--- src/rtl/keypad_pkg.sv ---
// Shared definitions for the 4x4 keypad scanner: matrix size, key map, FSM states.
// Latency: n/a (constants and pure functions only).
// Backpressure: n/a.
package keypad_pkg;

  localparam int ROWS = 4;
  localparam int COLS = 4;

  typedef enum logic {
    IDLE = 1'b0,
    HELD = 1'b1
  } key_state_t;

  // Hex code for each switch, indexed by frame bit c*4+r.
  // Columns in order: c0 = 1 4 7 E, c1 = 2 5 8 0, c2 = 3 6 9 F, c3 = A B C D.
  localparam logic [3:0] KEYMAP [16] = '{
    4'h1, 4'h4, 4'h7, 4'hE,
    4'h2, 4'h5, 4'h8, 4'h0,
    4'h3, 4'h6, 4'h9, 4'hF,
    4'hA, 4'hB, 4'hC, 4'hD
  };

  // True when exactly one switch is closed in the frame.
  function automatic logic is_single(input logic [15:0] f);
    return (f != 16'h0000) && ((f & (f - 16'd1)) == 16'h0000);
  endfunction

  // Position of the (single) set bit; only meaningful when is_single() holds.
  function automatic logic [3:0] bit_index(input logic [15:0] f);
    logic [3:0] idx;
    idx = 4'd0;
    for (int i = 0; i < 16; i++) begin
      if (f[i]) idx = 4'(i);
    end
    return idx;
  endfunction

endpackage

--- src/rtl/keypad_frame_filter.sv ---
// Assembles per-column row samples into 16-bit frames and debounces whole frames.
// Latency: frame_accept pulses 1 cycle after the column-3 sample of the accepting frame.
// Backpressure: none; a frame is produced every scan and must be consumed on the pulse.
//
// Ports:
//   clk, reset    clock and synchronous active-high reset
//   sample        last dwell cycle of the current column
//   col           column currently driven
//   row_bits      synchronized active-high row levels
//   frame_accept  one-cycle pulse when the frame has been stable long enough
//   frame         most recent complete frame (bit c*4+r)
module keypad_frame_filter
  import keypad_pkg::*;
#(
  parameter int DEBOUNCE_FRAMES = 4
) (
  input  logic                 clk,
  input  logic                 reset,
  input  logic                 sample,
  input  logic [1:0]           col,
  input  logic [ROWS-1:0]      row_bits,
  output logic                 frame_accept,
  output logic [ROWS*COLS-1:0] frame
);

  localparam int CW = $clog2(DEBOUNCE_FRAMES + 1);

  logic [CW-1:0]               stable_cnt;
  logic [ROWS*(COLS-1)-1:0]    partial;
  logic [ROWS*COLS-1:0]        full_frame;
  logic                        frame_done;

  // Column 3 samples go straight into the compare, so only columns 0..2 are buffered.
  assign full_frame = {row_bits, partial};
  assign frame_done = sample && (col == 2'(COLS - 1));

  always_ff @(posedge clk) begin
    if (reset) begin
      partial      <= '0;
      frame        <= '0;
      stable_cnt   <= '0;
      frame_accept <= 1'b0;
    end else begin
      frame_accept <= 1'b0;
      if (sample) begin
        case (col)
          2'd0:    partial[3:0]  <= row_bits;
          2'd1:    partial[7:4]  <= row_bits;
          2'd2:    partial[11:8] <= row_bits;
          default: ;
        endcase
      end
      if (frame_done) begin
        frame <= full_frame;
        if (full_frame == frame) begin
          // Saturate so a long steady frame is accepted once, not every scan.
          if (stable_cnt != CW'(DEBOUNCE_FRAMES)) begin
            stable_cnt <= stable_cnt + CW'(1);
          end
          frame_accept <= (stable_cnt == CW'(DEBOUNCE_FRAMES - 1));
        end else begin
          stable_cnt <= '0;
        end
      end
    end
  end

endmodule

--- src/rtl/keypad_scanner.sv ---
// 4x4 keypad scanner: column drive, row sync, frame debounce, single-key encode to hex.
// Latency: press reported 1 cycle after frame acceptance; worst case (DEBOUNCE_FRAMES+2)*4*COL_DWELL+3.
// Backpressure: valid/ack register; a press arriving while unacked is dropped and flags key_overrun.
//
// Ports:
//   clk, reset   clock and synchronous active-high reset
//   rows         keypad rows, active-low, asynchronous
//   cols         column drive, active-low, one-cold
//   key_code     hex code of the last accepted key
//   key_valid    key_code holds an unacknowledged press
//   key_ack      consumer acknowledge, effective only while key_valid
//   key_held     accepted key still held down
//   key_overrun  sticky: a press was dropped while key_valid was pending
module keypad_scanner
  import keypad_pkg::*;
#(
  parameter int COL_DWELL       = 50_000,
  parameter int DEBOUNCE_FRAMES = 4
) (
  input  logic            clk,
  input  logic            reset,
  input  logic [ROWS-1:0] rows,
  output logic [COLS-1:0] cols,
  output logic [3:0]      key_code,
  output logic            key_valid,
  input  logic            key_ack,
  output logic            key_held,
  output logic            key_overrun
);

  localparam int DW = $clog2(COL_DWELL);

  logic [ROWS-1:0]      sync1;
  logic [ROWS-1:0]      sync2;
  logic [1:0]           col_idx;
  logic [DW-1:0]        dwell_cnt;
  logic                 dwell_last;
  logic                 frame_accept;
  logic [ROWS*COLS-1:0] frame;
  logic                 press_evt;
  key_state_t           state;

  // Two-flop synchronizer; resets to "all released" (pulled-up rows).
  always_ff @(posedge clk) begin
    if (reset) begin
      sync1 <= '1;
      sync2 <= '1;
    end else begin
      sync1 <= rows;
      sync2 <= sync1;
    end
  end

  assign dwell_last = (dwell_cnt == DW'(COL_DWELL - 1));

  always_ff @(posedge clk) begin
    if (reset) begin
      col_idx   <= 2'd0;
      dwell_cnt <= '0;
    end else if (dwell_last) begin
      dwell_cnt <= '0;
      col_idx   <= col_idx + 2'd1;
    end else begin
      dwell_cnt <= dwell_cnt + DW'(1);
    end
  end

  assign cols = ~(COLS'(1) << col_idx);

  // Sampling at the end of the dwell leaves the synchronizer time to settle on the new column.
  keypad_frame_filter #(
    .DEBOUNCE_FRAMES (DEBOUNCE_FRAMES)
  ) u_filter (
    .clk          (clk),
    .reset        (reset),
    .sample       (dwell_last),
    .col          (col_idx),
    .row_bits     (~sync2),
    .frame_accept (frame_accept),
    .frame        (frame)
  );

  // Multi-key frames are ignored in IDLE, which also rejects ghost patterns.
  assign press_evt = frame_accept && (state == IDLE) && is_single(frame);

  always_ff @(posedge clk) begin
    if (reset) begin
      state       <= IDLE;
      key_held    <= 1'b0;
      key_code    <= 4'h0;
      key_valid   <= 1'b0;
      key_overrun <= 1'b0;
    end else begin
      if (frame_accept) begin
        case (state)
          IDLE: if (is_single(frame)) begin
            state    <= HELD;
            key_held <= 1'b1;
          end
          HELD: if (frame == '0) begin
            state    <= IDLE;
            key_held <= 1'b0;
          end
        endcase
      end

      if (press_evt) begin
        if (!key_valid || key_ack) begin
          key_code    <= KEYMAP[bit_index(frame)];
          key_valid   <= 1'b1;
          key_overrun <= 1'b0;
        end else begin
          key_overrun <= 1'b1;
        end
      end else if (key_valid && key_ack) begin
        key_valid   <= 1'b0;
        key_overrun <= 1'b0;
      end
    end
  end

endmodule

--- config.mk ---
export PLATFORM = sky130hd
export DESIGN_NAME = keypad_scanner
export DESIGN_NICKNAME = d
export VERILOG_FILES = /design/src/rtl/keypad_pkg.sv /design/src/rtl/keypad_frame_filter.sv /design/src/rtl/keypad_scanner.sv
export SDC_FILE = /design/constraint.sdc
export NUM_CORES = 1
export LEC_CHECK = 0
export CAP_MARGIN = 20
export CORE_MARGIN = 2
export CORE_UTILIZATION = 55
export CTS_CLUSTER_SIZE = 14
export DETAILED_ROUTE_END_ITERATION = 12
export HOLD_SLACK_MARGIN = 0.05
export PLACE_DENSITY = 0.74
export SLEW_MARGIN = 40
export SYNTH_ARGS = -nofsm -noshare
export SYNTH_HDL_FRONTEND = slang
export SYNTH_HIERARCHICAL = 1
export SYNTH_SLANG_ARGS = --single-unit
--- constraint.sdc ---
create_clock -name clk -period 5.45 [get_ports clk]
set_input_delay 1.09 -clock clk [delete_from_list [all_inputs] [get_ports clk]]
set_output_delay 1.09 -clock clk [all_outputs]
set_load 0.05 [all_outputs]
Word level (Yosys, flattened, before mapping)
Memories as Yosys holds them, arrays and structs flattened. A register that Yosys moved wholly into a read port is not among the register bits. Index checks and enable logic that the tools add are counted.

Word-level logic and storage cells: 90. Bits in latches: 0. Register bits after elaboration: 62. Memories kept: 1. Output and inout port bits: 11. Memory bits (writable): 0. Memory bits (read-only): 64. Input bits: 7.

Memory list: (name not given) (words 16, bits a word 4, rd ports 1, clocked after Yosys merged registers in 1, wr ports 0, RTL line keypad_scanner.sv:109) `key_code <= KEYMAP[bit_index(frame)];`.

Add/subtract/negate cells: 4. Equal/unequal tests: 11. Multipliers: 0. Magnitude comparators: 0. Reductions and logical operators: 21. Divide/modulo/power cells: 0. Shift operators: 1. Muxes and demuxes: 31. Bitwise gates (word level): 7.

Operator list (count): 4-bit 2-to-1 mux (17); 16-bit logical NOT (2); 16-bit by 1-bit adder with 16-bit output, second input constant (1); 16-bit bitwise AND (1); 16-bit == test (1); 16-bit == test, second input constant (1); 16-bit nonzero test (1); 16-bit by 1-bit subtractor with 16-bit output, second input constant (1); 2-bit AND reduction (6); 1-bit 2-to-1 mux (10); 4-bit inverter (2); 3-bit 2-to-1 mux (2); 2-bit by 1-bit != test with 1-bit output, second input constant (3); 1-bit logical AND (5); 4-bit inverter with 5-bit output (1); 2-bit == test, second input constant (2); 1-bit one-hot mux with 2 select lines (2); 1-bit by 2-bit left shift with 4-bit output, first input constant (1); 3-bit by 1-bit adder with 3-bit output, second input constant (1); 3-bit by 2-bit == test with 1-bit output, second input constant (1); 3-bit != test, second input constant (1); 1-bit inverter (3); 3-bit AND reduction (1); 3-bit OR reduction (1); other kinds (8) (8).

Logic depth before layout (Yosys ltp)
Gate-level depths: netlist (run 1).

Word-level depth: 19. Mapped depth: 8.

By module
The synthesis (run 1) kept the hierarchy.

By module, submodules not included: keypad_scanner (cells each 223, times used 1, area an instance 1843.0 um^2, sequential area each 680.7 um^2); keypad_frame_filter (cells each 157, times used 1, area an instance 1387.6 um^2, sequential area each 640.6 um^2).

Least setup slack after synthesis (run 1)
Ideal clock, no wire load.

Kind: register to register. From: register u_filter.frame[11]. To: register key_code[0]. Setup time: 0.121 ns. Data required time: 5.329 ns. Slack: 3.179 ns. Cell stages (with the launch flop): 7. Buffers on the path: 0. Arrival time: 2.149 ns. Cell sequence: dfxtp_1 or4_4 nor3_4 nand3_2 a2111oi_4 and3_4 mux2_4.

Word-level cells in the longest chain between the ends: 9. Elaborated cells between the ends (all ways): 16.

RTL lines: from (decl) (RTL line keypad_frame_filter.sv:23) `output logic [ROWS*COLS-1:0] frame`; from (signal assigned) (RTL line keypad_frame_filter.sv:54) `frame <= full_frame;`; branches (longest 9 deep; another with 16-bit by 1-bit subtractor with 16-bit output); to (decl) (RTL line keypad_scanner.sv:24) `output logic [3:0] key_code,`.

Parallel ways; which one is timed is not known. The select of a mux whose other input is x is not followed. A chain may end at the register's enable or synchronous reset.

Worst setup path in the final report (run 1)
From: register col_idx[0]. To: output port cols[0].

Word-level cells in the longest chain between the ends: 2.

RTL lines: from (decl) (RTL line keypad_scanner.sv:35) `logic [1:0] col_idx;`; from (signal assigned) (RTL line keypad_scanner.sv:62) `col_idx <= col_idx + 2'd1;`; 1-bit by 2-bit left shift with 4-bit output (RTL line keypad_scanner.sv:68) `assign cols = ~(COLS'(1) << col_idx);`; 4-bit inverter (RTL line keypad_scanner.sv:68); to (decl) (RTL line keypad_scanner.sv:23) `output logic [COLS-1:0] cols,`.

Every way passes these cells.

==> results of run 1 <==
-- routing by layer --
layer  global-route usage  share of wire
met1                0.304           0.47
met2                0.369           0.46
met3               0.0764          0.045
met4               0.0847          0.017
met5                    0              0
-- worst max-delay path: stages, from the launching register on --
cell                              delay, ps
sky130_fd_sc_hd__dfxtp_1                520
sky130_fd_sc_hd__inv_1                  110
sky130_fd_sc_hd__ha_1                   210
sky130_fd_sc_hd__inv_1                   50
sky130_fd_sc_hd__clkdlybuf4s50_1        790
-- metrics by stage --
stage / instance area [um^2] / utilization / hold WS, ps
after floorplan: 3230 / - / 389
after global placement: 3440 / 0.618 / 391
after detailed placement: 3440 / 0.618 / 397
after CTS: 3640 / 0.653 / 415
after global routing: 3640 / 0.653 / 436
final: 3640 / 0.653 / 412
-- flip-flops by register name, indices dropped and copies added, names as in the netlist, 2 cells and up --
register             cells
dwell_cnt               16
u_filter/frame          16
u_filter/partial        12
key_code                 4
sync1                    4
sync2                    4
u_filter/stable_cnt      3
col_idx                  2
-- logic make-up after synthesis --
kind of cell,synth area share
multiplexers,0.0531
XOR/XNOR,0.0840
flip-flops,0.409
adder cells (fa/ha/maj),0.0310
AND/OR/NAND/NOR,0.265
buffers and inverters,0.0387
AO/OA/AOI/OAI,0.120
-- worst min-delay path by stage --
stage	to	from	slack [ps]
after CTS	sync2[3]	sync1[3]	420
after global placement	sync2[3]	sync1[3]	390
final	sync2[3]	sync1[3]	410
after floorplan	sync2[0]	sync1[0]	390
after detailed placement	sync2[3]	sync1[3]	400
after global routing	sync2[0]	sync1[0]	440
-- layout by cell type, fill, tap and decap left out, types with 10 or more instances in the layout --
master                            instances
sky130_fd_sc_hd__nand3_1                 13
sky130_fd_sc_hd__inv_1                   19
sky130_fd_sc_hd__xor2_1                  10
sky130_fd_sc_hd__mux2i_1                 13
sky130_fd_sc_hd__dfxtp_1                 66
sky130_fd_sc_hd__a21oi_1                 24
sky130_fd_sc_hd__nand2_1                 49
sky130_fd_sc_hd__nor2_1                  49
sky130_fd_sc_hd__xnor2_1                 21
sky130_fd_sc_hd__clkdlybuf4s50_1         17
-- where the power goes --
| part | internal (mW) | leakage [nW] | switching [mW] |
|---|---|---|---|
| clock | 0.209 | 0.0835 | 0.189 |
| sequential | 0.487 | 0.534 | 0.00218 |
| combinational | 0.0109 | 0.790 | 0.0149 |
| total | 0.706 | 1.41 | 0.206 |
-- final cells by class --
type                    instances  area (um^2)  share of cell area
clock buffers                   9          124              0.0341
clock inverters                 6         68.8              0.0189
inverters                      19         71.3              0.0196
multi-input cells             283         1780               0.491
flip-flops and latches         66         1320               0.363
well taps                      72         90.1              0.0248
repair buffers                 18          178              0.0488
==> results.cfg, run 1 <==
[global_routing]
grt_start_max_net_pins = 36
vias_in_the_first_global_route = 2494
grt_first_pass_wirelength_um = 11700
number_of_antenna_violations_at_the_first_check_in_global_routing = 0
grt.total_usage = 0.236
overflow = 0

[clock_tree]
cts.sink_count = 66
numCtsBuffers = 9
hold_buffers = 0
post-cts-setup-buffer-count = 0
clock_tree.htree_level_count = 3
cts_resized = 0
cts_tree = yes
cts.root.buffer_cell = sky130_fd_sc_hd__clkbuf_8
clock_path_buffers = 2
clock_insertion_delay_worst_skew_ps = 350
cts.clk_slew.worst_paths_ps = 70

[pwr]
worst_case_vdd_ir_drop_v = 0.000205
cellLeakagePower_nw = 1.41
pwr_density_cell_nw_per_um2 = 251
design_power_total_mw = 0.913

[yosys]
synth_area_leader_cell = sky130_fd_sc_hd__dfxtp_1
ys_warn_count = 6
syn_inst = 380
mappedNetlistNets = 395
synthMostInstantiatedCell = sky130_fd_sc_hd__dfxtp_1
synth.yosys.seq_area_share = 0.409
syn_avg_cell_area_um2 = 8.50
postSynth.topFlopCell = sky130_fd_sc_hd__dfxtp_1
yosys_register_bits = 66
synth.distinct_cells = 53
yosys.area.top_type_share = 0.409
synthArstFlopShare = 0
synth.area.top_cells = sky130_fd_sc_hd__dfxtp_1, sky130_fd_sc_hd__nand2_1, sky130_fd_sc_hd__nor2_1
synth_enable_flop_cells = 0
ys_top_cells_by_count = sky130_fd_sc_hd__dfxtp_1, sky130_fd_sc_hd__nand2_1, sky130_fd_sc_hd__nor2_1
mappedNetlistArea_um2 = 3230

[floorplanning]
fp.dieW_um = 80.6
initial_core_utilization = 0.580
floorplan.core_area_um2 = 5570
top_level_ports = 18
placement_rows = 27
die_area_um2 = 6500
fp.dieH_um = 80.6

[setup_path]
reg_to_reg_endpoint = u_filter/stable_cnt[1]
reg2reg_setup_slack_ps = 2770
cp-endpoint = cols[0]
worst_path_max_fanout = 9
worst_endpoint_required_time_ps = 4360
cp-end-kind = primary output
critical_path.startpoint = col_idx[0]
arrival_ps = 2020
reg2reg_from = dwell_cnt[10]
cp-start-kind = flip-flop
worstSetupPathType = reg2out
r2r_cells = 6

[finish]
antennaDiodeCount = 0
ratio_of_cells_with_drive_above_1_in_the_final_layout = 0.0973
num-nets-final = 412
syn_to_final_growth_pct = 12.6
final_cell_count_no_fill = 473
fillerInstances = 482

[timing]
timing.final.hold_violations = 0
setup-violations-final = 0
finalWorstPathRequiredPeriod_ps = 3110
tightestPinTransition_ps = 804
max-slew-margin-rel = 0.459
post-route-period-util = 0.571
clock.fmax_mhz = 322
final.setup.worst_slack_ps = 2340
final-max-slew-violation-count = 0
rsz0062_at_grt = no
skew_ps = 8.49
fin_tns_setup_ps = 0

[drt]
detail_route.vias_per_cell = 5.51
drt_first_pass_iters = 4
vias = 2604
drt_iter0_drc = 183
detail_route.drc_violations = 0
wl_per_cell_um = 14.0
routed_wl_um = 6620
drt.antenna.violating_nets = 0

[placed_design]
globalplace.congestion = 0.859
number_of_i_o_port_buffers = 17
dp.cells = 458
place_ws_ps = 2700
dpl.hpwl_um = 4720

[flow_run]
max_cap_violations = 0

[status]
outcome = finished clean

[min_path]
min_path_type = reg2reg
whs_path_cells = 1
No activity file was read; power rests on OpenSTA's default activity.
==> run 2: changes to the inputs <==
Clock period 5.45 ns to 3.03 ns, I/O delays scaled along.
==> results.cfg, run 2 (synthesis results as in run 1) <==
[global_routing]
top_usage_layer = met2
global_route.usage.met3 = 0.0360
number_of_antenna_violations_at_the_first_check_in_global_routing = 0
grt_first_pass_wirelength_um = 12000
globalRouteMet2Util = 0.381
vias_in_the_first_global_route = 2599
groute.layer.met1.usage = 0.316
overflow = 0
grt.total_usage = 0.242
grt_start_max_net_pins = 23

[finish]
layout_commonest_cell = sky130_fd_sc_hd__dfxtp_1
num-nets-final = 416
ratio_of_cells_with_drive_above_1_in_the_final_layout = 0.0961
fillerInstances = 477
most-common-layout-cells = sky130_fd_sc_hd__dfxtp_1, sky130_fd_sc_hd__nor2_1, sky130_fd_sc_hd__nand2_1
antennaDiodeCount = 0
layout_top_registers = dwell_cnt: 16 flops, u_filter/frame: 16 flops, u_filter/partial: 12 flops
syn_to_final_growth_pct = 13.1
final_cell_count_no_fill = 478

[min_path]
min_path_type = reg2reg

[timing]
clock.fmax_mhz = 373
tightestPinTransition_ps = 672
post-route-period-util = 0.884
max-slew-margin-rel = 0.548
fin_tns_setup_ps = 0
hold_ws_ps = 407
rsz0062_at_grt = no
skew_ps = 6.10
timing.final.hold_violations = 0
finalWorstPathRequiredPeriod_ps = 2680
setup-violations-final = 0
final-max-slew-violation-count = 0

[placed_design]
number_of_i_o_port_buffers = 17
globalplace.congestion = 0.935
dpl.hpwl_um = 4930
dp.cells = 462

[clock_tree]
cts_resized = 0
post-cts-setup-buffer-count = 0
cts.root.buffer_cell = sky130_fd_sc_hd__clkbuf_8
cts_tree = yes
clock_tree.htree_level_count = 3
numCtsBuffers = 9
clock_insertion_delay_worst_skew_ps = 340
cts.sink_count = 66
hold_buffers = 0
clock_path_buffers = 2
cts.clk_slew.worst_paths_ps = 70

[drt]
drt_first_pass_iters = 4
wl_per_cell_um = 14.6
vias = 2652
detail_route.drc_violations = 0
detail_route.vias_per_cell = 5.55
drt.antenna.violating_nets = 0
routed_wl_um = 6980
drt_iter0_drc = 163

[setup_path]
arrival_ps = 2070
worst_endpoint_required_time_ps = 2420
worstSetupPathType = reg2out
worst_path_max_fanout = 9
cp-start-kind = flip-flop
cp-end-kind = primary output

[floorplanning]
floorplan.core_area_um2 = 5570
placement_rows = 27
fp.dieH_um = 80.6
initial_core_utilization = 0.580
die_area_um2 = 6500
fp.dieW_um = 80.6
top_level_ports = 18

[pwr]
pwr_density_cell_nw_per_um2 = 446
cellLeakagePower_nw = 1.43
worst_case_vdd_ir_drop_v = 0.000403

[status]
outcome = finished clean

[flow_run]
max_cap_violations = 0
-- run 2: cell count changes in the layout (fill, tap and decap cells not counted) --
cell / previous run / this run
sky130_fd_sc_hd__clkinvlp_4: 4 / 1
sky130_fd_sc_hd__buf_4: 1 / 5
sky130_fd_sc_hd__clkinv_4: 1 / 0
sky130_fd_sc_hd__clkbuf_1: 0 / 5
-- run 2: per-layer routing --
metal | wire length [um] | share of wire | vias up
met5 | 0 | 0 | -
met4 | 132 | 0.019 | 0
met3 | 257 | 0.037 | 11
met2 | 3300 | 0.47 | 57
met1 | 3290 | 0.47 | 1237
li1 | - | - | 1347
-- run 2: worst paths after layout --
check                                    from  cells past startpoint           endpoint  slack (ps)
worst min-delay path                 sync1[0]                      1           sync2[0]         410
worst max-delay path               col_idx[0]                      4            cols[2]         350
worst max register to register  dwell_cnt[10]                      7  u_filter/frame[1]         580
worst min register to register       sync1[0]                      1           sync2[0]         410
-- run 2: report_power, final --
group / switching [mW] / leakage (nW) / internal, mW
sequential: 0.00359 / 0.534 / 0.876
combinational: 0.0270 / 0.810 / 0.0204
clock: 0.321 / 0.0849 / 0.382
total: 0.351 / 1.43 / 1.28
-- run 2: critical path, stage by stage (launching register included) --
cell                              delay [ps]
sky130_fd_sc_hd__dfxtp_1                 510
sky130_fd_sc_hd__inv_1                   120
sky130_fd_sc_hd__ha_1                    230
sky130_fd_sc_hd__inv_1                    60
sky130_fd_sc_hd__clkdlybuf4s50_1         800
-- run 2: area by class of cell --
type,count,area (um^2),area share
sequential,66,1320,0.362
clock inverter,2,37.5,0.0103
timing repair buffer,22,208,0.0568
multi-input combinational,283,1780,0.488
tap,72,90.1,0.0246
clock buffer,14,143,0.0390
inverter,19,71.3,0.0195
-- run 2: per-stage QoR --
step | instance area (um^2) | setup slack, ps | utilization | power, mW
detailed placement | 3470 | 609 | 0.623 | 0.946
global route | 3650 | 262 | 0.656 | 1.68
finish | 3650 | 352 | 0.656 | 1.63
global placement | 3470 | 669 | 0.623 | 0.945
CTS | 3650 | 314 | 0.656 | 1.65
floorplan | 3230 | 759 | - | 0.929
==> run 3: changes to the inputs <==
Settings changed: CELL_PAD_IN_SITES_DETAIL_PLACEMENT set to 0, CELL_PAD_IN_SITES_GLOBAL_PLACEMENT set to 2, CORE_UTILIZATION 55 to 36, PLACE_DENSITY 0.74 to unset, PLACE_DENSITY_LB_ADDON set to 0.1.
==> results.cfg, run 3 (synthesis results as in run 1) <==
[global_routing]
number_of_antenna_violations_at_the_first_check_in_global_routing = 0
vias_in_the_first_global_route = 2484
grt_start_max_net_pins = 36
overflow = 0
grt.total_usage = 0.165
grt_first_pass_wirelength_um = 12600

[finish]
seq_area_um2 = 1320
fillerInstances = 896
final_core_util = 0.427
footprint_of_the_multi_input_gates_um2 = 1780
num-nets-final = 415
syn_to_final_growth_pct = 15.3
antennaDiodeCount = 0
layout_commonest_cell = sky130_fd_sc_hd__dfxtp_1
ratio_of_cells_with_drive_above_1_in_the_final_layout = 0.109
most-common-layout-cells = sky130_fd_sc_hd__dfxtp_1, sky130_fd_sc_hd__nor2_1, sky130_fd_sc_hd__nand2_1
layout_top_registers = dwell_cnt: 16 flops, u_filter/frame: 16 flops, u_filter/partial: 12 flops
final_cell_count_no_fill = 513

[flow_run]
max_cap_violations = 0

[timing]
skew_ps = 8.48
clock.fmax_mhz = 383
rsz0062_at_grt = no
fin_tns_setup_ps = 0
timing.final.hold_violations = 0
final-max-slew-violation-count = 0
max-slew-margin-rel = 0.553
finalWorstPathRequiredPeriod_ps = 2610
setup-violations-final = 0
tightestPinTransition_ps = 671
post-route-period-util = 0.862

[floorplanning]
top_level_ports = 18
floorplan.core_area_um2 = 8720
placement_rows = 34
initial_core_utilization = 0.370
fp.dieW_um = 98.7
fp.dieH_um = 98.7
die_area_um2 = 9750

[clock_tree]
cts.sink_count = 66
cts.clk_slew.worst_paths_ps = 70
numCtsBuffers = 9
cts.root.buffer_cell = sky130_fd_sc_hd__clkbuf_8
clock_insertion_delay_worst_skew_ps = 340
clock_tree.htree_level_count = 3
cts_resized = 0
hold_buffers = 0
post-cts-setup-buffer-count = 0
cts_tree = yes
clock_path_buffers = 2

[drt]
vias = 2622
drt_first_pass_iters = 4
drt.antenna.violating_nets = 0
detail_route.vias_per_cell = 5.11
wl_per_cell_um = 14.7
detail_route.drc_violations = 0
drt_iter0_drc = 165
routed_wl_um = 7550

[setup_path]
worst_endpoint_required_time_ps = 2420
arrival_ps = 2010
path_cells = inv_1 > ha_1 > inv_1 > clkdlybuf4s50_1
reg2reg_from = u_filter/frame[9]
worstSetupPathType = reg2out
reg_to_reg_endpoint = key_code[0]
cp-end-kind = primary output
worst_path_max_fanout = 9
max_stage_delay_ps = 790
cp_slowest_cell = sky130_fd_sc_hd__clkdlybuf4s50_1
critical-path-top-cell-by-count = sky130_fd_sc_hd__inv_1
reg2reg_setup_slack_ps = 540
cp-start-kind = flip-flop
r2r_cells = 6

[min_path]
timing.hold.worst.start = sync1[1]
min_path_type = reg2reg
hold_path_end = sync2[1]
whs_path_cells = 1

[placed_design]
dp.cells = 497
globalplace.congestion = 0.818
number_of_i_o_port_buffers = 17
dpl.hpwl_um = 5180

[pwr]
cellLeakagePower_nw = 1.44
pwr_density_cell_nw_per_um2 = 471
worst_case_vdd_ir_drop_v = 0.000237

[status]
outcome = finished clean
-- run 3: worst max-delay path: cells and delay by family (launching register included) --
kind	cells	cell delay, ps
adder cells (fa/ha/maj)	1	210
buffers and inverters	3	950
flip-flops	1	500
-- run 3: layout make-up --
type,instances,share of cell area
Timing Repair Buffer,21,0.0524
Multi-Input combinational cell,283,0.479
Inverter,19,0.0191
Clock buffer,9,0.0333
Tap cell,108,0.0363
Clock inverter,7,0.0252
Sequential cell,66,0.355
-- run 3: report_power, final --
part           switching, mW  total [mW]  leakage, nW  internal [mW]
clock network          0.368       0.830        0.105          0.462
logic                 0.0280      0.0469        0.805         0.0189
registers            0.00355       0.878        0.534          0.875
-- run 3: metrics by stage --
step	hold slack, ps	cell area, um^2	worst slack (ps)	total power, mW
final	412	3720	419	1.76
after global routing	421	3720	275	1.82
after CTS	414	3720	385	1.78
after detailed placement	395	3510	532	0.947
after global placement	392	3510	557	0.947
after floorplan	389	3230	759	0.929
-- run 3: routing by layer --
metal	track usage	vias up	wire (um)
met5	0	-	0
met3	0.0397	12	269
met4	0.0622	0	124
li1	-	1346	-
met2	0.251	40	3230
met1	0.228	1224	3930
-- run 3: worst max path at each step --
stage                       startpoint     endpoint  slack [ps]  depth (start not counted)
finish                      col_idx[0]      cols[0]         420                          4
global route                col_idx[0]      cols[2]         280                          4
CTS                         col_idx[0]      cols[0]         390                          4
detailed placement   u_filter/frame[4]  key_code[0]         530                          6
global placement     u_filter/frame[4]  key_code[0]         560                          6
floorplan           u_filter/frame[11]  key_code[0]         760                          6
